[src/rtl/instr_encode.sv]
// ---------------------------------------------------------------------------
// instr_encode
//
// Pipelined RV32I instruction encoder. This is the inverse of the decode-stage
// immediate extender. Instruction fields and a full 32-bit immediate enter
// with a format code. The immediate is scattered into its format-specific bit
// positions, and the resulting 32-bit word leaves on a valid/ready stream.
//
// Pipeline:
//   S1 registers the input fields on accept.
//   S2 registers the encoded word and its error flag.
//   Each stage has its own valid bit. in_ready is combinational from out_ready.
//
// Configuration macro: INSTR_ENCODE_IMM_CHECK_EN
//   defined   : immediates are checked for range and alignment.
//               An unencodable immediate raises out_err.
//   undefined : immediates are truncated into their fields.
//               out_err flags only the invalid format codes 101 and 110.
//
// Ports:
//   clk        in   rising-edge clock
//   reset      in   synchronous, active-high reset
//   in_valid   in   input fields valid
//   in_ready   out  encoder accepts this cycle
//   in_immSrc  in   [2:0] format code
//                     000 I, 001 S, 010 B, 011 J, 100 U, 111 R
//   in_opcode  in   [6:0] instruction bits [6:0]
//   in_rd      in   [4:0] bits [11:7]   (I/U/J/R)
//   in_funct3  in   [2:0] bits [14:12]  (I/S/B/R)
//   in_rs1     in   [4:0] bits [19:15]  (I/S/B/R)
//   in_rs2     in   [4:0] bits [24:20]  (S/B/R)
//   in_funct7  in   [6:0] bits [31:25]  (R)
//   in_imm     in   [31:0] sign-extended immediate (byte offset for B/J)
//   out_valid  out  encoded word valid
//   out_ready  in   downstream accepts
//   out_instr  out  [31:0] encoded instruction (NOP on error)
//   out_err    out  1 = unencodable input
//   enc_count  out  [CNT_W-1:0] handoffs, wraps
//   err_count  out  [7:0] handoffs with out_err set, saturates at 255
// ---------------------------------------------------------------------------
module instr_encode #(
   parameter int CNT_W = 16
) (
   input  logic             clk,
   input  logic             reset,
   input  logic             in_valid,
   output logic             in_ready,
   input  logic [2:0]       in_immSrc,
   input  logic [6:0]       in_opcode,
   input  logic [4:0]       in_rd,
   input  logic [2:0]       in_funct3,
   input  logic [4:0]       in_rs1,
   input  logic [4:0]       in_rs2,
   input  logic [6:0]       in_funct7,
   input  logic [31:0]      in_imm,
   output logic             out_valid,
   input  logic             out_ready,
   output logic [31:0]      out_instr,
   output logic             out_err,
   output logic [CNT_W-1:0] enc_count,
   output logic [7:0]       err_count
);

   // Format codes shared with the decode-stage immediate extender.
   typedef enum logic [2:0] {
      FMT_I = 3'b000,
      FMT_S = 3'b001,
      FMT_B = 3'b010,
      FMT_J = 3'b011,
      FMT_U = 3'b100,
      FMT_R = 3'b111
   } fmt_e;

   // Canonical NOP (addi x0, x0, 0). It replaces any word that cannot be
   // encoded.
   localparam logic [31:0] NOP_INSTR = 32'h0000_0013;

   // ------------------------------------------------------------------------
   // Stage registers
   // ------------------------------------------------------------------------
   logic             s1_valid_q, s1_valid_d;
   logic [2:0]       s1_fmt_q;
   logic [6:0]       s1_opcode_q;
   logic [4:0]       s1_rd_q;
   logic [2:0]       s1_funct3_q;
   logic [4:0]       s1_rs1_q;
   logic [4:0]       s1_rs2_q;
   logic [6:0]       s1_funct7_q;
   logic [31:0]      s1_imm_q;

   logic             s2_valid_q, s2_valid_d;
   logic [31:0]      s2_instr_q, s2_instr_d;
   logic             s2_err_q, s2_err_d;

   logic [CNT_W-1:0] enc_count_q, enc_count_d;
   logic [7:0]       err_count_q, err_count_d;

   // ------------------------------------------------------------------------
   // Handshake
   // ------------------------------------------------------------------------
   logic s2_adv;
   logic s1_adv;
   logic accept;
   logic handoff;

   // S2 can take a new word when it is empty or is being drained this cycle.
   // S1 can take a new word under the same condition, applied to itself.
   // in_ready deliberately ignores in_valid. This avoids a combinational loop
   // with an upstream that waits for ready before asserting valid.
   assign s2_adv   = !s2_valid_q | out_ready;
   assign s1_adv   = s1_valid_q & s2_adv;
   assign in_ready = !s1_valid_q | s2_adv;
   assign accept   = in_valid & in_ready;
   assign handoff  = s2_valid_q & out_ready;

   // ------------------------------------------------------------------------
   // Immediate scatter (from S1 registers)
   // ------------------------------------------------------------------------
   logic [31:0] enc_word;
   logic        fmt_ok;

   always_comb begin
      // NOTE: every output of a combinational block gets a default first.
      // Any path through the case that misses an assignment would otherwise
      // infer a latch.
      enc_word = NOP_INSTR;
      fmt_ok   = 1'b1;
      case (s1_fmt_q)
         FMT_I: enc_word = {s1_imm_q[11:0], s1_rs1_q, s1_funct3_q,
                            s1_rd_q, s1_opcode_q};
         FMT_S: enc_word = {s1_imm_q[11:5], s1_rs2_q, s1_rs1_q,
                            s1_funct3_q, s1_imm_q[4:0], s1_opcode_q};
         FMT_B: enc_word = {s1_imm_q[12], s1_imm_q[10:5], s1_rs2_q,
                            s1_rs1_q, s1_funct3_q, s1_imm_q[4:1],
                            s1_imm_q[11], s1_opcode_q};
         FMT_J: enc_word = {s1_imm_q[20], s1_imm_q[10:1], s1_imm_q[11],
                            s1_imm_q[19:12], s1_rd_q, s1_opcode_q};
         FMT_U: enc_word = {s1_imm_q[31:12], s1_rd_q, s1_opcode_q};
         FMT_R: enc_word = {s1_funct7_q, s1_rs2_q, s1_rs1_q,
                            s1_funct3_q, s1_rd_q, s1_opcode_q};
         default: fmt_ok = 1'b0;   // codes 101 and 110
      endcase
   end

   // ------------------------------------------------------------------------
   // Encodability check
   // ------------------------------------------------------------------------
   logic imm_ok;

`ifdef INSTR_ENCODE_IMM_CHECK_EN
   // A field of width w holds the immediate only when every bit above w-1
   // equals the field's sign bit. This means the bits from the sign position
   // upward must be all ones or all zeros.
   logic sext_12;   // imm[31:11] uniform: fits I/S
   logic sext_13;   // imm[31:12] uniform: fits B
   logic sext_21;   // imm[31:20] uniform: fits J

   assign sext_12 = (&s1_imm_q[31:11]) | ~(|s1_imm_q[31:11]);
   assign sext_13 = (&s1_imm_q[31:12]) | ~(|s1_imm_q[31:12]);
   assign sext_21 = (&s1_imm_q[31:20]) | ~(|s1_imm_q[31:20]);

   always_comb begin
      imm_ok = 1'b1;
      case (s1_fmt_q)
         FMT_I, FMT_S: imm_ok = sext_12;
         FMT_B:        imm_ok = sext_13 & ~s1_imm_q[0];
         FMT_J:        imm_ok = sext_21 & ~s1_imm_q[0];
         FMT_U:        imm_ok = ~(|s1_imm_q[11:0]);
         default:      imm_ok = 1'b1;   // R ignores imm; bad codes flagged above
      endcase
   end
`else
   assign imm_ok = 1'b1;
`endif

   // ------------------------------------------------------------------------
   // Next-state logic
   // ------------------------------------------------------------------------
   always_comb begin
      s1_valid_d  = s1_valid_q;
      s2_valid_d  = s2_valid_q;
      s2_instr_d  = s2_instr_q;
      s2_err_d    = s2_err_q;
      enc_count_d = enc_count_q;
      err_count_d = err_count_q;

      // While S1 is open, its valid tracks in_valid.
      // Holding in_valid low drains S1.
      if (in_ready) begin
         s1_valid_d = in_valid;
      end

      if (s2_adv) begin
         s2_valid_d = s1_valid_q;
      end

      if (s1_adv) begin
         s2_err_d   = ~fmt_ok | ~imm_ok;
         s2_instr_d = (~fmt_ok | ~imm_ok) ? NOP_INSTR : enc_word;
      end

      if (handoff) begin
         enc_count_d = enc_count_q + CNT_W'(1);
         if (s2_err_q && (err_count_q != 8'hFF)) begin
            err_count_d = err_count_q + 8'd1;
         end
      end
   end

   // ------------------------------------------------------------------------
   // State registers
   // ------------------------------------------------------------------------
   always_ff @(posedge clk) begin
      // NOTE: sequential state uses non-blocking assignments only. Every
      // register then samples pre-edge values, whatever the statement order.
      if (reset) begin
         s1_valid_q  <= 1'b0;
         s2_valid_q  <= 1'b0;
         s2_instr_q  <= '0;
         s2_err_q    <= 1'b0;
         enc_count_q <= '0;
         err_count_q <= '0;
      end else begin
         s1_valid_q  <= s1_valid_d;
         s2_valid_q  <= s2_valid_d;
         s2_instr_q  <= s2_instr_d;
         s2_err_q    <= s2_err_d;
         enc_count_q <= enc_count_d;
         err_count_q <= err_count_d;
      end
   end

   // NOTE: the S1 payload is not reset. It is only ever consumed when
   // s1_valid_q is set, so clearing it would add reset fan-out without
   // changing behaviour.
   always_ff @(posedge clk) begin
      if (accept) begin
         s1_fmt_q    <= in_immSrc;
         s1_opcode_q <= in_opcode;
         s1_rd_q     <= in_rd;
         s1_funct3_q <= in_funct3;
         s1_rs1_q    <= in_rs1;
         s1_rs2_q    <= in_rs2;
         s1_funct7_q <= in_funct7;
         s1_imm_q    <= in_imm;
      end
   end

   assign out_valid = s2_valid_q;
   assign out_instr = s2_instr_q;
   assign out_err   = s2_err_q;
   assign enc_count = enc_count_q;
   assign err_count = err_count_q;

endmodule

[config.mk]
export PLATFORM = sky130hd
export DESIGN_NAME = instr_encode
export DESIGN_NICKNAME = d
export VERILOG_FILES = /design/src/rtl/instr_encode.sv
export SDC_FILE = /design/constraint.sdc
export NUM_CORES = 1
export LEC_CHECK = 0
export ABC_AREA = 1
export BUFFER_PORTS_ARGS = -buffer_cell sky130_fd_sc_hd__buf_2
export CAP_MARGIN = 15
export CORE_MARGIN = 8
export CORE_UTILIZATION = 53
export DETAILED_ROUTE_END_ITERATION = 10
export PLACE_DENSITY = 0.9
export SYNTH_ARGS = -nofsm -noshare
export SYNTH_HDL_FRONTEND = slang
export SYNTH_SLANG_ARGS = --single-unit
export TNS_END_PERCENT = 50
[constraint.sdc]
create_clock -name clk -period 2.9 [get_ports clk]
set_input_delay 0.145 -clock clk [delete_from_list [all_inputs] [get_ports clk]]
set_output_delay 0.145 -clock clk [all_outputs]
set_load 0.005 [all_outputs]
==> results of run 1 <==
synth_stat cells, types with 2 or more instances:
cell	n	area [µm²]
nand2_1	173	649
edfxtp_1	67	2010
dfxtp_1	59	1180
inv_1	56	210
nand3_1	49	245
nor2_1	45	169
a21oi_1	40	200
nand4_1	23	144
o21ai_1	14	70.1
buf_2	12	60.1
o21ai_0	11	55.1
nand2_2	6	37.5
nor2_4	6	67.6
nor3_1	6	30.0
buf_6	5	56.3
clkbuf_1	4	15.0
buf_1	3	11.3
buf_4	2	15.0
ha_1	2	25.0
inv_2	2	7.51
xor2_1	2	17.5
cell type report:
| class | instances | area share, % |
|---|---|---|
| clock buffers | 20 | 5.89 |
| clock inverters | 12 | 2.18 |
| inverters | 59 | 3.07 |
| multi-input cells | 389 | 24.8 |
| flip-flops and latches | 126 | 43.2 |
| well taps | 136 | 2.30 |
| repair buffers | 202 | 18.5 |
per-layer routing:
layer	wire length, µm	global-route usage, %	part of all wire [%]
met1	5660	23.7	38
met2	7730	40.3	52
met3	1110	5.70	7.5
met4	228	7.42	1.5
met5	0	0	0
per-stage QoR:
stage / setup WS, ns / util (%)
floorplan: 0.617 / -
global placement: 0.768 / 60.2
detailed placement: 0.632 / 60.2
CTS: 0.593 / 72.9
global route: 0.337 / 72.9
finish: 0.561 / 72.9
path summary, 6_finish.rpt:
kind,start,cells after the start,end
setup / recovery,s1_fmt_q[2],7,out_instr[13]
hold / removal,reset,2,out_instr[22]
setup reg to reg,s1_fmt_q[2],7,out_instr[13]
hold reg to reg,out_instr[17],2,out_instr[17]
power groups by stage:
| stage | sequential, µW | clock [µW] | combinational (µW) |
|---|---|---|---|
| 2_1_floorplan | 2040 | 0 | 190 |
| 4_1_cts | 2020 | 2140 | 359 |
| 5_1_grt | 2030 | 2220 | 403 |
| 6_report | 2020 | 2120 | 364 |
| 3_5_place_dp | 2060 | 0 | 285 |
| 3_3_place_gp | 2050 | 0 | 272 |
worst max-delay path: stages (launching register included):
cell and delay [ns]:
edfxtp_1 0.78, nor2_1 0.73, nand2_1 0.19, nand3b_2 0.24, nand2_1 0.08, nand2_1 0.06
nand2_1 0.04, a21oi_1 0.13
state kept, by name (all words and copies together), names as in the netlist:
signal       cells
s1_rs1_q         5
s1_funct7_q      7
s1_funct3_q      3
s1_rd_q          5
s1_rs2_q         5
err_count        8
out_err          1
out_valid        1
s1_fmt_q         3
s1_imm_q        32
s1_opcode_q      7
s1_valid_q       1
enc_count       16
out_instr       32
logic make-up after synthesis:
family | count (synthesis) | share of synthesized area (%)
buffers and inverters | 86 | 7.44
and+or+nand+nor | 314 | 26.1
xor gates and xnor gates | 2 | 0.323
DFF | 126 | 58.8
adders and majority gates | 2 | 0.461
AOI/OAI and AO/OA | 71 | 6.93
what timing repair did:
action | in CTS | in global routing
endpoints found under the hold margin | 69 | 0
hold buffers | 69 | 0
gates resized for setup | 0 | 0
buffers inserted | 0 | 0
==> impl_metrics.ini, run 1 <==
[sta]
hold_ws_ns = 0.260
finalSetupViolCount = 0
timing.final.crit_period_ns = 2.34
setup-tns-final_ns = 0
slew_headroom_pct = 36.2
final_max_slew_viol_count = 0
finalClockSkew_ns = 0.0105
final_hold_viol_count = 0
rsz0062_at_grt = no
fmax_ghz = 0.428
finalCritPeriodShare_pct = 80.7
worst_pin_slew_ns = 0.957

[floorplanning]
placement_rows = 37
initial_utilization_pct = 53.6
die_area_um2 = 13700
die_h_um = 117
ioPinCount = 130
core_area_um2 = 10100
die_w_um = 117

[clocking]
clockRootBuffer = clkbuf_8
clk_path_buf_depth = 2
clock-sinks = 126
cts_tree = done
clk_pin_slew_ns = 0.06
cts_buffers = 17
clk-insertion-delay-late_ns = 0.51
htree_num_levels = 4

[global_routing]
antenna_found_initial = 0
grt_pass1_wl_um = 23200
overflow = 0
track_usage_pct = 21.9
first_global_vias = 4898
grt_max_degree = 43

[final_layout]
antennaDiodeCount = 0
area_growth_pct = 36.0
n_fill_cell = 685
mostFrequentLayoutCells = 173 x nand2_1, 129 x buf_2, 69 x dlygate4sd3_1, 67 x edfxtp_1, 59 x dfxtp_1
fin_nets = 868
final_area_um2 = 7390
drive_gt1_share_pct = 23.0
multi_input_area_um2 = 1830
layout_commonest_cell = nand2_1
ff_latch_area_um2 = 3190
finalNonFillerCells = 944

[route]
drt_wl_total_um = 14700
ant_nets = 0
post_drt_wl_per_cell_um = 15.6
dr.pass1.iters = 5
via_count = 4948
drc = 0
drt_iter0_markers = 698
vias_per_cell = 5.24

[synth]
synth_nets = 674
ys_seq_area_share_pct = 58.8
synth-async-reset-ratio_pct = 0
syn_area_um2 = 5430
syn-instance-count = 601
synth-seq-cells = 126
syn_area_per_cell_um2 = 9.04
ys_types = 35
ys_warn_count = 0
ys.flop_type = edfxtp_1
synth-edff-count = 67

[power]
power.total_uw = 4510
power_switching_uw = 1030
powerDensity_nw_per_um2 = 610
pwr-share-comb_pct = 8.1
netSwitchingFraction_pct = 22.9
irDropWorstVdd_mv = 0.401
p_leak_uw = 0.00328
power.share.clock_pct = 47.0
p_int_uw = 3480
seq_power_share_pct = 44.9

[setup_path]
cp_max_fo = 26
reg2reg_slack_ns = 0.56
start_kind = flip-flop
worstSetupEndpointType = flip-flop
crit_required_ns = 3.32
arrival_ns = 2.76
path_class = reg -> reg

[placed_design]
placed_area_um2 = 6100
dp_hpwl_um = 9410
portBuffers = 129
dp.cells = 843
gp_congestion = 0.888

[run_status]
status = finished clean

[min_path]
worstHoldPathType = in -> reg

[job]
max_cap_viol_count = 0
(Power assumes the default switching activity.)
==> run 2: changes to the inputs <==
CORE_UTILIZATION = 48   (was 53)
PLACE_DENSITY = 0.87   (was 0.9)
clock period = 2.1 ns   (was 2.9 ns; I/O delays follow)
==> run 2 against run 1 <==
  * Highest routed layer unchanged
  * Worst hold slack got worse by 0.19 ns
  * Largest power group unchanged
  * Clock power grew 35%
  * Worst setup slack got worse by 0.23 ns
  * Flip-flop and latch count did not move
  * Die area is 9.0% higher
  * Global-route usage decreased by 2.4 points
  * Power grew 37%
  * Combinational power is 43% higher
  * Largest cell class unchanged
  * Critical path depth did not move
==> impl_metrics.ini, run 2 (synthesized netlist as in run 1, its figures left out) <==
[route]
via_count = 4790
vias_per_cell = 5.02
ant_nets = 0
post_drt_wl_per_cell_um = 14.8
drt_iter0_markers = 421
drc = 0
drt_wl_total_um = 14100
dr.pass1.iters = 6

[final_layout]
area_growth_pct = 37.0
layout_commonest_cell = nand2_1
n_fill_cell = 865
ff_latch_area_um2 = 3190
multi_input_area_um2 = 1830
finalNonFillerCells = 954
fin_nets = 872
antennaDiodeCount = 0
mostFrequentLayoutCells = 173 x nand2_1, 129 x buf_2, 67 x dlygate4sd3_1, 67 x edfxtp_1, 59 x dfxtp_1
drive_gt1_share_pct = 23.1

[sta]
finalClockSkew_ns = 0.00984
finalCritPeriodShare_pct = 84.1
final_max_slew_viol_count = 0
hold_ws_ns = 0.0686
rsz0062_at_grt = no
finalSetupViolCount = 0
timing.final.crit_period_ns = 1.77
fmax_ghz = 0.566
final_hold_viol_count = 0
slew_headroom_pct = 65.3
setup-tns-final_ns = 0
worst_pin_slew_ns = 0.520

[global_routing]
antenna_found_initial = 0
overflow = 0
grt_max_degree = 42
first_global_vias = 4773
track_usage_pct = 19.5
grt_pass1_wl_um = 22800

[clocking]
clk_pin_slew_ns = 0.05
clockRootBuffer = clkbuf_16
cts.repair_timing.setup_buffer_count = 0
clock-sinks = 126
cts_tree = done
clk_path_buf_depth = 2
cts_buffers = 17
htree_num_levels = 4
clk-insertion-delay-late_ns = 0.41

[min_path]
min_from = in_valid
whs_endpoint = s1_valid_q
worstHoldPathCells = 3
worstHoldPathType = in -> reg

[floorplanning]
die_area_um2 = 15000
die_h_um = 122
core_area_um2 = 11200
placement_rows = 39
die_w_um = 122
initial_utilization_pct = 48.4
ioPinCount = 130

[power]
p_leak_uw = 0.00330
irDropWorstVdd_mv = 0.770
powerDensity_nw_per_um2 = 829

[run_status]
status = finished clean

[setup_path]
arrival_ns = 2.09
slowest_delay_ns = 0.60
crit_required_ns = 2.42
critPathBufInv = 0
crit_chain = nor2_8 -> nand2_2 -> o21ai_2 -> nand2_1 -> nand2_1 -> nand2_1 -> a21oi_1
r2r_cells = 7
r2r-start = s1_fmt_q[1]
rr_endpoint = out_instr[14]
worstSetupEndpointType = flip-flop
cp_max_fo = 22
cp_slowest_cell = edfxtp_1
critical_path.top_delay_family = simple AND/OR/NAND/NOR gates
cp_common_cell = nand2_1
reg2reg_slack_ns = 0.33
path_class = reg -> reg
start_kind = flip-flop

[placed_design]
gp_congestion = 0.849
dp.cells = 856
portBuffers = 129
dp_hpwl_um = 8960

[job]
max_cap_viol_count = 0
==> run 2: cell types whose count changed in the layout (fill, tap and decap cells not counted), sizes merged <==
cell and delta:
buf +6, clkbuf +3, inv -3, clkinv -2, dlygate4sd3 -2, clkinvlp +1
==> run 2: worst max-delay path by stage <==
stage	startpoint	end	slack, ns	cells past startpoint
final	s1_fmt_q[1]	out_instr[14]	0.33	7
after global routing	s1_fmt_q[1]	out_instr[14]	0.15	7
after CTS	s1_fmt_q[2]	out_instr[1]	0.33	7
after detailed placement	s1_fmt_q[2]	out_instr[1]	0.34	7
after global placement	s1_fmt_q[2]	out_instr[1]	0.40	7
after floorplan	out_valid	s1_fmt_q[0]	0.08	3
==> run 2: per-layer routing <==
layer | vias up | global-route usage, % | wire length [µm]
li1 | 2391 | - | -
met1 | 2138 | 21.7 | 5550
met2 | 231 | 33.3 | 6970
met3 | 30 | 7.64 | 1370
met4 | 0 | 7.24 | 225
met5 | - | 0 | 0
==> run 2: per-stage QoR <==
step | setup WS [ns] | util (%) | area, µm² | power (µW)
6_report | 0.334 | 66.3 | 7440 | 6170
5_1_grt | 0.148 | 66.3 | 7440 | 6410
4_1_cts | 0.326 | 66.3 | 7440 | 6210
3_5_place_dp | 0.343 | 55.2 | 6190 | 3250
3_3_place_gp | 0.402 | 55.2 | 6190 | 3240
2_1_floorplan | 0.0845 | - | 5440 | 3080
==> run 2: power breakdown <==
| part | switching (µW) | leakage, µW | internal [µW] |
|---|---|---|---|
| clock | 988 | 0.000272 | 1880 |
| combinational | 275 | 0.00189 | 246 |
| sequential | 64.0 | 0.00113 | 2720 |
| total | 1330 | 0.00330 | 4840 |
==> run 2: what timing repair did <==
action / in CTS / in global routing
endpoints found under the hold margin: 67 / 0
hold buffers: 67 / 0
gates resized for setup: 0 / 0
==> run 2: cell type report <==
class | instances | share of cell area, %
clock buffer | 23 | 6.15
clock inverter | 8 | 1.58
sequential | 126 | 42.9
inverter | 59 | 3.09
timing repair buffer | 206 | 19.2
tap | 143 | 2.40
multi-input combinational | 389 | 24.7
==> run 2: tightest hold or removal path, cell delays in order <==
cell and delay, ns:
buf_2 0.12, nand2_1 0.12, a21oi_1 0.08
